--- config.mk ---
export PLATFORM = sky130hd
export DESIGN_NAME = adc_capture_fifo
export DESIGN_NICKNAME = d
export VERILOG_FILES = /design/src/rtl/adc_capture_fifo.sv
export SDC_FILE = /design/constraint.sdc
export NUM_CORES = 1
export LEC_CHECK = 0
export CAP_MARGIN = 20
export CORE_MARGIN = 2
export CORE_UTILIZATION = 25
export CTS_BUF_LIST = sky130_fd_sc_hd__clkbuf_16
export CTS_CLUSTER_DIAMETER = 150
export CTS_CLUSTER_SIZE = 30
export DETAILED_ROUTE_END_ITERATION = 10
export PLACE_DENSITY_LB_ADDON = 0.1
export REMOVE_ABC_BUFFERS = 1
export SLEW_MARGIN = 5
export SYNTH_ARGS = -nofsm -noshare
export SYNTH_HDL_FRONTEND = slang
export SYNTH_SLANG_ARGS = --single-unit
--- constraint.sdc ---
create_clock -name clk -period 2.8 [get_ports clk]
set_input_delay 0.28 -clock clk [delete_from_list [all_inputs] [get_ports clk]]
set_output_delay 0.28 -clock clk [all_outputs]
set_load 0.01 [all_outputs]
--- src/rtl/adc_capture_fifo.sv ---
// rtl/adc_capture_fifo.sv - ADC sample capture FIFO with decimation, thresholds and one-shot capture
module adc_capture_fifo #(
    parameter int DATA_W    = 12,
    parameter int ADDR_W    = 4,
    parameter int AFULL_TH  = 12,
    parameter int AEMPTY_TH = 2,
    parameter int DECIM     = 1,
    parameter int CAP_LEN   = 16
) (
    input  logic              clk,
    input  logic              rst_n,
    input  logic [DATA_W-1:0] sample_i,
    input  logic              sample_vld_i,
    input  logic              mode_i,
    input  logic              arm_i,
    input  logic              clr_i,
    input  logic              rden_i,
    output logic [DATA_W-1:0] rdata_o,
    output logic              rvalid_o,
    output logic              full_o,
    output logic              empty_o,
    output logic              afull_o,
    output logic              aempty_o,
    output logic [ADDR_W:0]   level_o,
    output logic              ovf_o,
    output logic              udf_o,
    output logic              busy_o,
    output logic              done_o
);
    localparam int DEPTH = 2 ** ADDR_W;
    localparam logic [ADDR_W:0] DEPTH_L  = (ADDR_W + 1)'(DEPTH);
    localparam logic [ADDR_W:0] AFULL_L  = (ADDR_W + 1)'(AFULL_TH);
    localparam logic [ADDR_W:0] AEMPTY_L = (ADDR_W + 1)'(AEMPTY_TH);
    localparam logic [ADDR_W:0] CAP_LAST = (ADDR_W + 1)'(CAP_LEN - 1);
    localparam logic [7:0]      DEC_MAX  = 8'(DECIM - 1);

    typedef enum logic [1:0] {IDLE, CAPTURE, DONE} state_t;

    state_t            state_q, state_d;
    logic [ADDR_W-1:0] wptr_q, wptr_d, rptr_q, rptr_d;
    logic [ADDR_W:0]   level_q, level_d, cnt_q, cnt_d;
    logic [7:0]        dcnt_q, dcnt_d;
    logic [DATA_W-1:0] rdata_q, rdata_d;
    logic              rvalid_q, rvalid_d, ovf_q, ovf_d, udf_q, udf_d;
    logic              full_q, full_d, empty_q, empty_d, afull_q, afull_d, aempty_q, aempty_d;
    logic [DATA_W-1:0] mem_q [DEPTH];

    logic accept, arm_ok, wr_req, rd_ok, wr_ok;

    always_comb begin
        accept = sample_vld_i && (dcnt_q == 8'd0);
        arm_ok = mode_i && arm_i && (state_q != CAPTURE);
        wr_req = accept && (!mode_i || state_q == CAPTURE);
        rd_ok  = !clr_i && rden_i && !empty_q;
        // A full buffer still takes a write when a read frees a slot in the same cycle.
        wr_ok  = !clr_i && wr_req && (!full_q || rd_ok);

        dcnt_d   = dcnt_q;
        wptr_d   = wptr_q;
        rptr_d   = rptr_q;
        level_d  = level_q;
        rdata_d  = rdata_q;
        rvalid_d = rd_ok;
        ovf_d    = ovf_q || (wr_req && !wr_ok);
        udf_d    = udf_q || (rden_i && empty_q);
        state_d  = state_q;
        cnt_d    = cnt_q;

        if (arm_ok) begin
            dcnt_d = 8'd0;
        end else if (sample_vld_i) begin
            dcnt_d = (dcnt_q == DEC_MAX) ? 8'd0 : dcnt_q + 8'd1;
        end

        if (wr_ok) wptr_d = wptr_q + 1'b1;
        if (rd_ok) begin
            rptr_d  = rptr_q + 1'b1;
            rdata_d = mem_q[rptr_q];
        end
        if (wr_ok && !rd_ok) level_d = level_q + 1'b1;
        if (rd_ok && !wr_ok) level_d = level_q - 1'b1;

        if (!mode_i) begin
            state_d = IDLE;
        end else begin
            case (state_q)
                IDLE, DONE: begin
                    if (arm_i) begin
                        state_d = CAPTURE;
                        cnt_d   = '0;
                    end
                end
                CAPTURE: begin
                    if (wr_ok) begin
                        cnt_d = cnt_q + 1'b1;
                        if (cnt_q == CAP_LAST) state_d = DONE;
                    end
                end
                default: state_d = IDLE;
            endcase
        end

        if (clr_i) begin
            dcnt_d   = 8'd0;
            wptr_d   = '0;
            rptr_d   = '0;
            level_d  = '0;
            rdata_d  = '0;
            rvalid_d = 1'b0;
            ovf_d    = 1'b0;
            udf_d    = 1'b0;
            state_d  = IDLE;
            cnt_d    = '0;
        end

        full_d   = (level_d == DEPTH_L);
        empty_d  = (level_d == '0);
        afull_d  = (level_d >= AFULL_L);
        aempty_d = (level_d <= AEMPTY_L);
    end

    always_ff @(posedge clk or negedge rst_n) begin
        if (!rst_n) begin
            state_q  <= IDLE;
            wptr_q   <= '0;
            rptr_q   <= '0;
            level_q  <= '0;
            cnt_q    <= '0;
            dcnt_q   <= 8'd0;
            rdata_q  <= '0;
            rvalid_q <= 1'b0;
            ovf_q    <= 1'b0;
            udf_q    <= 1'b0;
            full_q   <= 1'b0;
            empty_q  <= 1'b1;
            afull_q  <= 1'b0;
            aempty_q <= 1'b1;
        end else begin
            state_q  <= state_d;
            wptr_q   <= wptr_d;
            rptr_q   <= rptr_d;
            level_q  <= level_d;
            cnt_q    <= cnt_d;
            dcnt_q   <= dcnt_d;
            rdata_q  <= rdata_d;
            rvalid_q <= rvalid_d;
            ovf_q    <= ovf_d;
            udf_q    <= udf_d;
            full_q   <= full_d;
            empty_q  <= empty_d;
            afull_q  <= afull_d;
            aempty_q <= aempty_d;
        end
    end

    always_ff @(posedge clk) begin
        if (wr_ok) mem_q[wptr_q] <= sample_i;
    end

    assign rdata_o  = rdata_q;
    assign rvalid_o = rvalid_q;
    assign full_o   = full_q;
    assign empty_o  = empty_q;
    assign afull_o  = afull_q;
    assign aempty_o = aempty_q;
    assign level_o  = level_q;
    assign ovf_o    = ovf_q;
    assign udf_o    = udf_q;
    assign busy_o   = (state_q == CAPTURE);
    assign done_o   = (state_q == DONE);
endmodule
Word-level counts from Yosys, hierarchy flattened. Memory sizes are Yosys's and may differ from the RTL's. Cells that the tools add are included.

Register bits: 47. Bits in latches: 0. Memory bits (writable): 192. Bits in read-only memories: 0. Input port bits: 19. Output and inout port bits: 26. Word-level logic and storage cells: 95. Memories: 1.

Memory list: mem_q (depth 16, bits a word 12, rd ports 1, clocked after memory_dff 0, wr ports 1, line 46) `logic [DATA_W-1:0] mem_q [DEPTH];`.

Add/subtract/negate cells: 6. Multipliers: 0. Divide/modulo/power cells: 0. Order comparisons: 2. Equality and inequality tests: 10. Shift operators: 0. Multiplexer cells: 29. Bitwise operators: 0. Reductions and logical operators: 33.

Operators with widths (number): 5-bit two-way mux (7); 8-bit two-way mux (4); 12-bit two-way mux (2); 4-bit two-way mux (4); 1-bit logical AND (12); 5-bit by 1-bit adder with 5-bit output (second input constant) (2); 2-bit two-way mux (5); 5-bit one-hot mux with 2 select lines (1); 4-bit by 1-bit adder with 4-bit output (second input constant) (2); 8-bit by 1-bit adder with 8-bit output (second input constant) (1); 8-bit logical NOT (1); 4-bit by 3-bit inequality test with 1-bit output (second input constant) (2); 1-bit logical NOT (6); 2-bit nonzero test (3); 3-bit nonzero test (2); 5-bit by 4-bit == test with 1-bit output (second input constant) (1); 5-bit == test (second input constant) (1); 5-bit by 4-bit greater-or-equal comparator with 1-bit output (second input constant) (1); 5-bit by 2-bit less-or-equal comparator with 1-bit output (second input constant) (1); 5-bit logical NOT (1); 1-bit two-way mux (5); 5-bit by 1-bit subtractor with 5-bit output (second input constant) (1); 1-bit logical OR (4); 4-bit inequality test (second input constant) (1); 10 further kinds (10).

Longest topological paths before layout.
Depth in word-level cells: 10. Depth in mapped cells: 8. Gate-level depth less buffers: 8.

Worst setup path before layout. OpenSTA, ideal clock, no wires.

Kind: register to register. Start: register dcnt_q[0]. End: memory mem_q[4][0] (enable). Library setup time: 0.396 ns. Arrival time: 2.620 ns. Data required time: 2.404 ns. Setup slack: -0.217 ns. Stages on the path, launching flop included: 8. Path buffers: 0. Clock period less this slack: 3.017 ns. Cells stage by stage: dfrtp_1 inv_1 ha_1 nor3b_2 o2111ai_4 a211oi_2 nand2_1 nor3_1.

Word-level cells in the longest chain between the ends: 7.

RTL lines: start: declaration (line 42) `logic [7:0] dcnt_q, dcnt_d;`; start signal: assignment (line 144) `dcnt_q <= dcnt_d;`; 8-bit logical NOT (line 51) `accept = sample_vld_i && (dcnt_q == 8'd0);`; 1-bit logical AND (line 51); 1-bit logical AND (line 53) `wr_req = accept && (!mode_i || state_q == CAPTURE);`; 1-bit logical AND (2 in series) (line 56) `wr_ok = !clr_i && wr_req && (!full_q || rd_ok);`; 1-bit two-way mux (line 157) `if (wr_ok) mem_q[wptr_q] <= sample_i;`; 1-bit two-way mux (implied by the code) (line 157); end: declaration (line 46).

No other way between the ends.

Final worst setup path.
Start: register dcnt_q[5]. End: memory mem_q[2][5] (enable).

The elaborated chain is that of the path after synthesis.

==> results.cfg <==
[synth]
synth-xor-area-share_pct = 1.08
synth_fa_ha_area_share_pct = 1.42
async_reset_ff_share_pct = 19.7
synth_top_family_by_area = multiplexers
yosys.cell_types.count = 48
synth_seq_cells = 239
synth_ff_type = edfxtp_1
muxShareOfSynthArea_pct = 11.8
synth_cells = 566
netlist_top_cells_area = edfxtp_1 59%, dfrtp_1 12%, mux4_2 11%
synth_compound_area_share_pct = 6.13
synth_top_area_share_pct = 59.4
post-synth-top-area-cell = edfxtp_1
ys_seq_area_share_pct = 71.6
yosys.area_share.simple_pct = 6.36
syn_area_mm2 = 0.00970
synth_area_per_cell_um2 = 17.1
ys.warnings.count = 0
synth_edf_count = 192

[cts]
path_clk_slew_ps = 120
clock_tree.buffer_depth = 3
cts_sinks = 239
cts_tree = built
clk_root_buffer_cell = clkbuf_16
clk_latency_ps = 490
h-tree-depth = 1
cts_resized = 0
numCtsBuffers = 11

[finish]
n_fill_cell = 3800
nNetsFinal = 670
final_cell_mix = 192 x edfxtp_1, 48 x mux4_2, 46 x nor2_1
area_delta_synth_final_pct = 17.5
final_cell_count_no_fill = 1161
final_common_cell = edfxtp_1
diodes = 0
final_core_util_pct = 29.6
layout-drive-gt1-share_pct = 18.7

[placed_design]
post-dp-hpwl_um = 16400
dp_cells = 1144
gp_congestion = 0.779
portBuffers = 44

[global_routing]
grt_pass1_wl_um = 37000
met2_usage_pct = 20.9
gr-max-usage-layer = met2
antenna_found_initial = 0
overflow = 0
grt_max_degree = 36
grt_pass1_vias = 5651
grt_use_met1_pct = 16.5
grt_use_total_pct = 12.2
met3_usage_pct = 1.67

[timing]
finalHoldViolCount = 0
finalSetupViolations = 0
finalCritPeriodShare_pct = 93.5
max_freq_mhz = 382
grt_setup_unrepaired = false
relSlewSlack_pct = 36.3
worst_slew_pin_slew_ps = 955
fin_skew_ps = 18.3
layout_min_cycle_time_ps = 2620
whs_ps = 183
report.final.slew_viol_count = 0
final.setup.tns_ps = 0

[power_and_ir_drop]
p_switching_mw = 1.51
vdd_drop_max_v = 0.000309
total_power_mw = 6.45
power.internal_mw = 4.94
clockPowerShare_pct = 28.2
power_frac_seq_pct = 61.3
powerDensity_mw_per_mm2 = 566
comb_power_share_pct = 10.5
p_sw_share_pct = 23.4
power_leakage_nw = 3.80

[setup_path]
cp_num_buf_inv = 1
worstPathCellList = nor4_4 > o2111ai_4 > a211oi_2 > nor3b_1 > and2_1 > buf_4
cp.arrival_ps = 2800
end_kind = flop
worst_path_max_delay_cell = dfrtp_1
path_max_fanout = 12
r2r-start = dcnt_q[5]$_DFFE_PN0P_
cp.required_ps = 2980
crit_family = simple AND/OR/NAND/NOR gates
path_class = reg2reg
startpoint_type = flop
cp_slowest_stage_delay_ps = 470
crit_start = dcnt_q[5]$_DFFE_PN0P_

[routing]
wl_per_cell_um = 21.1
antenna_left = 0
vias = 5232
drt_iter0_drc = 281
post-route-drc-count = 0
first_pass_iters = 4
vias_per_cell = 4.51
wirelength_um = 24500

[die]
start_util_pct = 25.2
die_width_um = 201
die_area_mm2 = 0.0404
die_y_um = 201
io_pins = 45
core_region_area_mm2 = 0.0385
rows = 72

[min_path]
worstHoldStart = clr_i
hold_class = in2reg

[flow_run]
drv_cap = 0

[status]
status = finished, final reports clean
-- layout make-up --
cell class / instances / area (µm²) / area share, %
tap: 518 / 648 / 5.68
multi-input combinational: 285 / 2620 / 23.0
inverter: 15 / 56.3 / 0.494
clock inverter: 5 / 18.8 / 0.165
clock buffer: 11 / 275 / 2.41
timing repair buffer: 88 / 838 / 7.35
sequential: 239 / 6950 / 60.9
-- cell usage after synthesis (all sizes together) (4+ instances only) --
library cell and n:
edfxtp 192, mux4 48, nor2 46, dfrtp 45
a21oi 33, a22oi 25, clkbuf 20, nand2 18
inv 15, o21ai 14, ha 11, nand3 9
nor2b 8, buf 7, xor2 7, and2 6
mux2i 6, and3 5, nor3 5, nor3b 5
xnor2 5, nand2b 4
-- power by group through the flow --
stage | clock network, mW | registers [mW] | logic [mW]
floorplan | 0 | 4.07 | 0.322
global placement | 0 | 4.04 | 0.689
detailed placement | 0 | 4.04 | 0.695
CTS | 1.92 | 3.96 | 0.699
global route | 2.03 | 3.97 | 0.741
finish | 1.82 | 3.96 | 0.677
-- state kept, by name, summed over array words and instances (netlist names), 2 cells and up --
register and cells:
cnt_q 5, dcnt_q 8, level_o 5, mem_q 192
rdata_o 12, rptr_q 4, state_q 2, wptr_q 4
-- worst paths after layout --
check	cells past startpoint	slack [ps]	end
max	6	180	mem_q[2][5]$_DFFE_PP_
max reg2reg	6	180	mem_q[2][5]$_DFFE_PP_
min reg2reg	2	500	udf_o$_DFF_PN0_
min	2	180	rdata_o[0]$_DFFE_PN0P_
max in group asynchronous	3	1620	cnt_q[3]$_DFFE_PN0P_
min in group asynchronous	2	470	rdata_o[0]$_DFFE_PN0P_
-- layer usage --
metal,share of wire (%),vias to the layer above
met5,0,-
met4,1.4,0
met3,3.3,19
met2,49,77
met1,46,2778
li1,-,2358
-- stage by stage --
step                instance area [µm²]  setup WS [ps]
finish                            11400            181
global route                      11400           42.0
CTS                               11400            143
detailed placement                11100            104
global placement                  11100            196
floorplan                          9600           -450
-- worst reg2reg max path: stages, from the launching register on --
cell and delay [ps]:
dfrtp_1 470, nor4_4 410, o2111ai_4 180, a211oi_2 460
nor3b_1 380, and2_1 190, buf_4 230
-- kinds of logic after synthesis --
| family | after synthesis |
|---|---|
| AOI/OAI and AO/OA | 88 |
| adders and majority gates | 11 |
| muxes | 54 |
| and+or+nand+nor | 120 |
| xor gates and xnor gates | 12 |
| buffers and inverters | 42 |
| DFF | 239 |
-- repair_timing --
action	in CTS	in global routing
hold buffers	1	0
buffers inserted	0	0
setup endpoints to repair	0	0
endpoints found under the hold margin	31	0
Power figures use the tool's default switching activity.
